--- src/rtl/shared_counters_pkg.sv ---
// Shared definitions for the shared_counters read path: command encodings
// and the read-collector state type.
package shared_counters_pkg;

    localparam logic [2:0] CMD_IDLE    = 3'b000;
    localparam logic [2:0] CMD_INC     = 3'b001;
    localparam logic [2:0] CMD_NEW     = 3'b010;
    localparam logic [2:0] CMD_DEALLOC = 3'b011;
    localparam logic [2:0] CMD_LOAD    = 3'b100;
    localparam logic [2:0] CMD_READ    = 3'b101;

    typedef enum logic [1:0] {
        ST_IDLE = 2'd0,
        ST_READ = 2'd1,
        ST_RESP = 2'd2
    } collector_state_t;

endpackage

--- src/rtl/counter_read_packer.sv ---
// Packs a G-bit chunk stream LSB-first into a DATA_W-bit word, counting
// chunks (saturating at 255) and flagging chunks beyond the word's capacity.
module counter_read_packer #(
    parameter int G      = 4,
    parameter int DATA_W = 64
) (
    input  logic              clk,
    input  logic              rst,
    input  logic              clr,
    input  logic              chunk_valid,
    input  logic [G-1:0]      chunk,
    output logic [DATA_W-1:0] data,
    output logic [7:0]        nchunks,
    output logic              ovf
);

    localparam int MAX_CHUNKS = DATA_W / G;

    logic [DATA_W-1:0] data_r;
    logic [7:0]        nchunks_r;
    logic              ovf_r;

    // Chunk count doubles as the write index; chunks past capacity only set ovf.
    always_ff @(posedge clk) begin
        if (rst || clr) begin
            data_r    <= {DATA_W{1'b0}};
            nchunks_r <= 8'd0;
            ovf_r     <= 1'b0;
        end else if (chunk_valid) begin
            if (int'(nchunks_r) < MAX_CHUNKS) begin
                data_r[int'(nchunks_r) * G +: G] <= chunk;
            end else begin
                ovf_r <= 1'b1;
            end
            if (nchunks_r != 8'd255) begin
                nchunks_r <= nchunks_r + 8'd1;
            end
        end
    end

    assign data    = data_r;
    assign nchunks = nchunks_r;
    assign ovf     = ovf_r;

endmodule

--- src/rtl/counter_read_collector.sv ---
// Read-path collector for shared_counters: issues READ for a requested id,
// gathers the chunk stream into a word and returns it on a response port.
// Optional read watchdog enabled by defining COUNTER_READ_TIMEOUT_EN.
module counter_read_collector
    import shared_counters_pkg::*;
#(
    parameter int N           = 10,
    parameter int G           = 4,
    parameter int DATA_W      = 64,
    parameter int TIMEOUT_CYC = 64,
    localparam int IW         = (N > 1) ? $clog2(N) : 1
) (
    input  logic              clk,
    input  logic              rst,
    input  logic              req_valid,
    output logic              req_ready,
    input  logic [IW-1:0]     req_id,
    output logic [2:0]        cmd_out,
    output logic [IW-1:0]     cmd_id,
    input  logic [G-1:0]      rdata_in,
    input  logic              rdata_valid,
    input  logic              rdata_last,
    output logic              resp_valid,
    input  logic              resp_ready,
    output logic [DATA_W-1:0] resp_data,
    output logic [IW-1:0]     resp_id,
    output logic [7:0]        resp_nchunks,
    output logic              resp_ovf,
    output logic              resp_timeout
);

    collector_state_t state_r;
    logic             req_ready_r;
    logic [2:0]       cmd_out_r;
    logic [IW-1:0]    cmd_id_r;
    logic             resp_valid_r;
    logic [IW-1:0]    resp_id_r;
    logic             timeout_r;
    logic             req_fire_s;
    logic             chunk_fire_s;
    logic             wd_expired_s;

    assign req_fire_s   = (state_r == ST_IDLE) && req_valid && req_ready_r;
    assign chunk_fire_s = (state_r == ST_READ) && rdata_valid;

`ifdef COUNTER_READ_TIMEOUT_EN
    localparam int WD_W = $clog2(TIMEOUT_CYC + 1);
    logic [WD_W-1:0] wd_r;

    // Counts consecutive chunk-less READ cycles.
    always_ff @(posedge clk) begin
        if (rst || (state_r != ST_READ) || rdata_valid) begin
            wd_r <= {WD_W{1'b0}};
        end else begin
            wd_r <= wd_r + {{(WD_W-1){1'b0}}, 1'b1};
        end
    end

    assign wd_expired_s = (state_r == ST_READ) && !rdata_valid &&
                          (wd_r == WD_W'(TIMEOUT_CYC - 1));
`else
    assign wd_expired_s = 1'b0;
`endif

    // Collector FSM with registered handshake and command outputs.
    always_ff @(posedge clk) begin
        if (rst) begin
            state_r      <= ST_IDLE;
            req_ready_r  <= 1'b1;
            cmd_out_r    <= CMD_IDLE;
            cmd_id_r     <= {IW{1'b0}};
            resp_valid_r <= 1'b0;
            resp_id_r    <= {IW{1'b0}};
            timeout_r    <= 1'b0;
        end else begin
            case (state_r)
                ST_IDLE: begin
                    if (req_fire_s) begin
                        state_r     <= ST_READ;
                        req_ready_r <= 1'b0;
                        cmd_out_r   <= CMD_READ;
                        cmd_id_r    <= req_id;
                        resp_id_r   <= req_id;
                        timeout_r   <= 1'b0;
                    end
                end
                ST_READ: begin
                    if (rdata_valid && rdata_last) begin
                        state_r      <= ST_RESP;
                        cmd_out_r    <= CMD_IDLE;
                        resp_valid_r <= 1'b1;
                    end else if (wd_expired_s) begin
                        state_r      <= ST_RESP;
                        cmd_out_r    <= CMD_IDLE;
                        resp_valid_r <= 1'b1;
                        timeout_r    <= 1'b1;
                    end
                end
                ST_RESP: begin
                    if (resp_ready) begin
                        state_r      <= ST_IDLE;
                        resp_valid_r <= 1'b0;
                        req_ready_r  <= 1'b1;
                    end
                end
                default: begin
                    state_r      <= ST_IDLE;
                    req_ready_r  <= 1'b1;
                    cmd_out_r    <= CMD_IDLE;
                    resp_valid_r <= 1'b0;
                end
            endcase
        end
    end

    counter_read_packer #(
        .G      (G),
        .DATA_W (DATA_W)
    ) u_packer (
        .clk         (clk),
        .rst         (rst),
        .clr         (req_fire_s),
        .chunk_valid (chunk_fire_s),
        .chunk       (rdata_in),
        .data        (resp_data),
        .nchunks     (resp_nchunks),
        .ovf         (resp_ovf)
    );

    assign req_ready    = req_ready_r;
    assign cmd_out      = cmd_out_r;
    assign cmd_id       = cmd_id_r;
    assign resp_valid   = resp_valid_r;
    assign resp_id      = resp_id_r;
    assign resp_timeout = timeout_r;

endmodule

--- config.mk ---
export PLATFORM = sky130hd
export DESIGN_NAME = counter_read_collector
export DESIGN_NICKNAME = d
export VERILOG_FILES = /design/src/rtl/shared_counters_pkg.sv /design/src/rtl/counter_read_packer.sv /design/src/rtl/counter_read_collector.sv
export SDC_FILE = /design/constraint.sdc
export NUM_CORES = 1
export LEC_CHECK = 0
export BUFFER_PORTS_ARGS = -buffer_cell sky130_fd_sc_hd__buf_2
export CAP_MARGIN = 0
export CELL_PAD_IN_SITES_DETAIL_PLACEMENT = 1
export CELL_PAD_IN_SITES_GLOBAL_PLACEMENT = 2
export CORE_MARGIN = 4
export CORE_UTILIZATION = 28
export CTS_CLUSTER_DIAMETER = 150
export DETAILED_ROUTE_END_ITERATION = 16
export GPL_ROUTABILITY_DRIVEN = 0
export GPL_TIMING_DRIVEN = 0
export PLACE_DENSITY = 0.85
export SYNTH_ARGS = -nofsm -noshare
export SYNTH_HDL_FRONTEND = slang
export SYNTH_SLANG_ARGS = --single-unit
--- constraint.sdc ---
create_clock -name clk -period 2.8 [get_ports clk]
set_input_delay 0.14 -clock clk [delete_from_list [all_inputs] [get_ports clk]]
set_output_delay 0.14 -clock clk [all_outputs]
set_load 0.005 [all_outputs]
==> results.yml <==
run_status:
  status: "complete, no violations"
place:
  placed_cells: 662
  hpwlAfterDp_microns: 8483
  portBuffers: 98
sta:
  rsz0062_at_grt: "yes"
  hold_viol_final: 0
  fin_crit_ps: 2733
  drv_slew: 0
  finalSetupViolations: 0
  max_clock_freq_mhz: 365.9
  finalClockSkew_ps: 6.964
  worst_slew_pin_slew_ps: 777.1
  relSlewSlack_pct: 47.51
  period_share_pct: 97.60
synthesis:
  synth_common_cells: "82 x dfxtp_1, 76 x nand2_1, 68 x mux2i_1"
  synth_warnings: 0
  yosys.cell_count.top_type: "dfxtp_1"
  avgSynthCellArea_sq_um: 9.530
  synthArstFlopShare_pct: 0
  synth-edff-count: 0
  synth_cells: 391
  synth_top_area_share_pct: 44.06
  yosys-top-cells-area: "dfxtp_1 44%, mux2i_1 18%, nand2_1 7.7%, nor2_1 2.8%, nand3_2 2.1%"
  synth_seq_area_share_pct: 44.06
  synth_top_area_cell: "dfxtp_1"
  ys.flop_type: "dfxtp_1"
  synth.distinct_cells: 52
  synth-seq-cells: 82
  syn_area_sq_um: 3726
grt:
  use_met2_pct: 24.87
  grt_pass1_wl_microns: 17660
  grt_antenna_before_repair: 0
  track_usage_pct: 15.13
  top_usage_layer: "met2"
  grtUsageMet1_pct: 18.78
  grt_max_degree: 15
  first_global_vias: 3438
  grtUsageMet3_pct: 4.437
  overflow: 0
clocking:
  clk_latency_ps: 340
  root_buffer: "clkbuf_16"
  cts.htree.levels: 3
  cts.sinks: 82
  cts_tree: "yes"
  clock_path_buffers: 2
  clk_pin_slew_ps: 60
  hold_buffers: 0
  numCtsBuffers: 9
drt:
  vias: 3320
  viasPerCell: 4.798
  dr.pass1.iters: 4
  drc_errors: 0
  drt-initial-drc-count: 128
  routed_wl_microns: 11220
  wl_per_cell_microns: 16.21
  ant_nets: 0
final_layout:
  final-instance-count-excl-fill: 692
  final_nets: 532
  final_core_util_pct: 39.10
  drive_above_1_share_pct: 32.88
  syn_to_final_growth_pct: 34.59
  multiInputGateArea_sq_um: 2019
  ff_latch_area_sq_um: 1648
  n_fill_cell: 1512
  antenna_cells: 0
floorplan:
  rows: 41
  die_area_sq_um: 15220
  coreArea_sq_um: 12820
  ioPinCount: 101
  die_w_microns: 123.4
  start_util_pct: 29.05
  dieHeight_microns: 123.4
setup_path:
  critPathLaunchType: "flip-flop"
  path_cells: "or3_4, or2_4, nor3_2, ha_1, buf_4, nand2b_1, a211o_1, o32ai_4, buf_12, nand4_1, buf_6, mux2i_1"
  arrival_ps: 2960
  endpoint_kind: "flip-flop"
  regToRegSetupSlack_ps: 70
  critPathRequiredTime_ps: 3020
  cpPeakStageDelay_ps: 390
  cp_max_fo: 8
  critPathSlowestCell: "or3_4"
  crit_type: "flip-flop to flip-flop"
power:
  peakVddDrop_mv: 0.2838
  p_leak_uw: 0.002490
  powerDensity_nw_per_um2: 535.1
run:
  drv_cap: 0
min_path:
  hp-class: "input port to flip-flop"
[timing repair]
action,4_1_cts,5_1_grt
gates resized for setup,15,17
buffers inserted,8,6
cloned,1,0
pin swaps,8,2
endpoints found under the setup margin,64,64
[report_power, final]
part	switching, uW	leakage, uW	total (uW)	internal [uW]
clock	493	0.000147	1210	720
sequential	13.2	0.000664	1190	1180
combinational	169	0.00168	279	110
[cell families (layout without fill, tap and decap cells)]
family	Yosys count	count (layout)	share of synthesized area, %
compound gates	33	33	8.127
xor+xnor	8	8	1.881
fa+ha+maj	3	3	1.007
buf+inv	37	165	4.734
flops	82	82	44.06
mux	69	69	18.57
other cells	1	2	0.1006
simple gates	158	158	21.52
[path summary, 6_finish.rpt]
path,end,depth (start not counted),start
worst max-delay path,u_packer.data[27]$_SDFFE_PP0P_,12,u_packer.nchunks[2]$_SDFFE_PP0P_
worst min-delay path,resp_id[2]$_SDFFE_PP0P_,3,req_id[2]
worst max register to register,u_packer.data[27]$_SDFFE_PP0P_,12,u_packer.nchunks[2]$_SDFFE_PP0P_
worst min register to register,u_packer.data[36]$_SDFFE_PP0P_,2,u_packer.data[36]$_SDFFE_PP0P_
[cells in the final DEF, fill, tap and decap left out, drive strengths merged, types with 5 or more instances in the layout]
| cell | instances |
|---|---|
| nor3 | 6 |
| inv | 9 |
| a21oi | 7 |
| clkbuf | 28 |
| xnor2 | 5 |
| nor2 | 28 |
| buf | 125 |
| nand3 | 12 |
| nand2 | 76 |
| mux2i | 68 |
| o21ai | 5 |
| nand2b | 5 |
| nand4 | 13 |
| dfxtp | 82 |
[flip-flops by register name, indices dropped and copies added, names as in the netlist]
name,cells
u_packer.data,64
u_packer.nchunks,8
resp_id,4
state_r,2
cmd_out,1
req_ready,1
resp_valid,1
u_packer.ovf,1
[through the flow]
step	cell area (sq um)	TNS (ps)	worst slack, ps	hold WS (ps)	total power, uW
detailed placement	4436	-12490	-453.4	402.5	1453
global route	5015	-823.8	-56.22	50.23	2796
global placement	4436	-7955	-436.4	376.6	1446
finish	5015	0	67.13	43.19	2684
CTS	4891	-3.002	-3.002	41.25	2696
floorplan	3730	0	168.3	287.3	1374
[worst max-delay path: cells and delay by family, from the launching register on]
family	cells	cell delay, ps
buffers and inverters	3	490
adder cells (fa/ha/maj)	1	190
flip-flops	1	360
AO/OA/AOI/OAI	2	450
multiplexers	1	110
AND/OR/NAND/NOR	5	1000
[area by class of cell]
cell class	count	share of cell area (%)
Sequential cell	82	32.86
Clock buffer	11	4.840
Buffer	29	3.119
Timing Repair Buffer	113	12.90
Multi-Input combinational cell	273	40.27
Tap cell	172	4.291
Inverter	7	0.5240
Clock inverter	5	1.198
[routing by layer]
metal	vias to the layer above	share of wire, %
met1	1634	45
met2	81	48
met3	15	6.4
met5	-	0
met4	0	1.5
li1	1590	-
(Power assumes the default switching activity.)
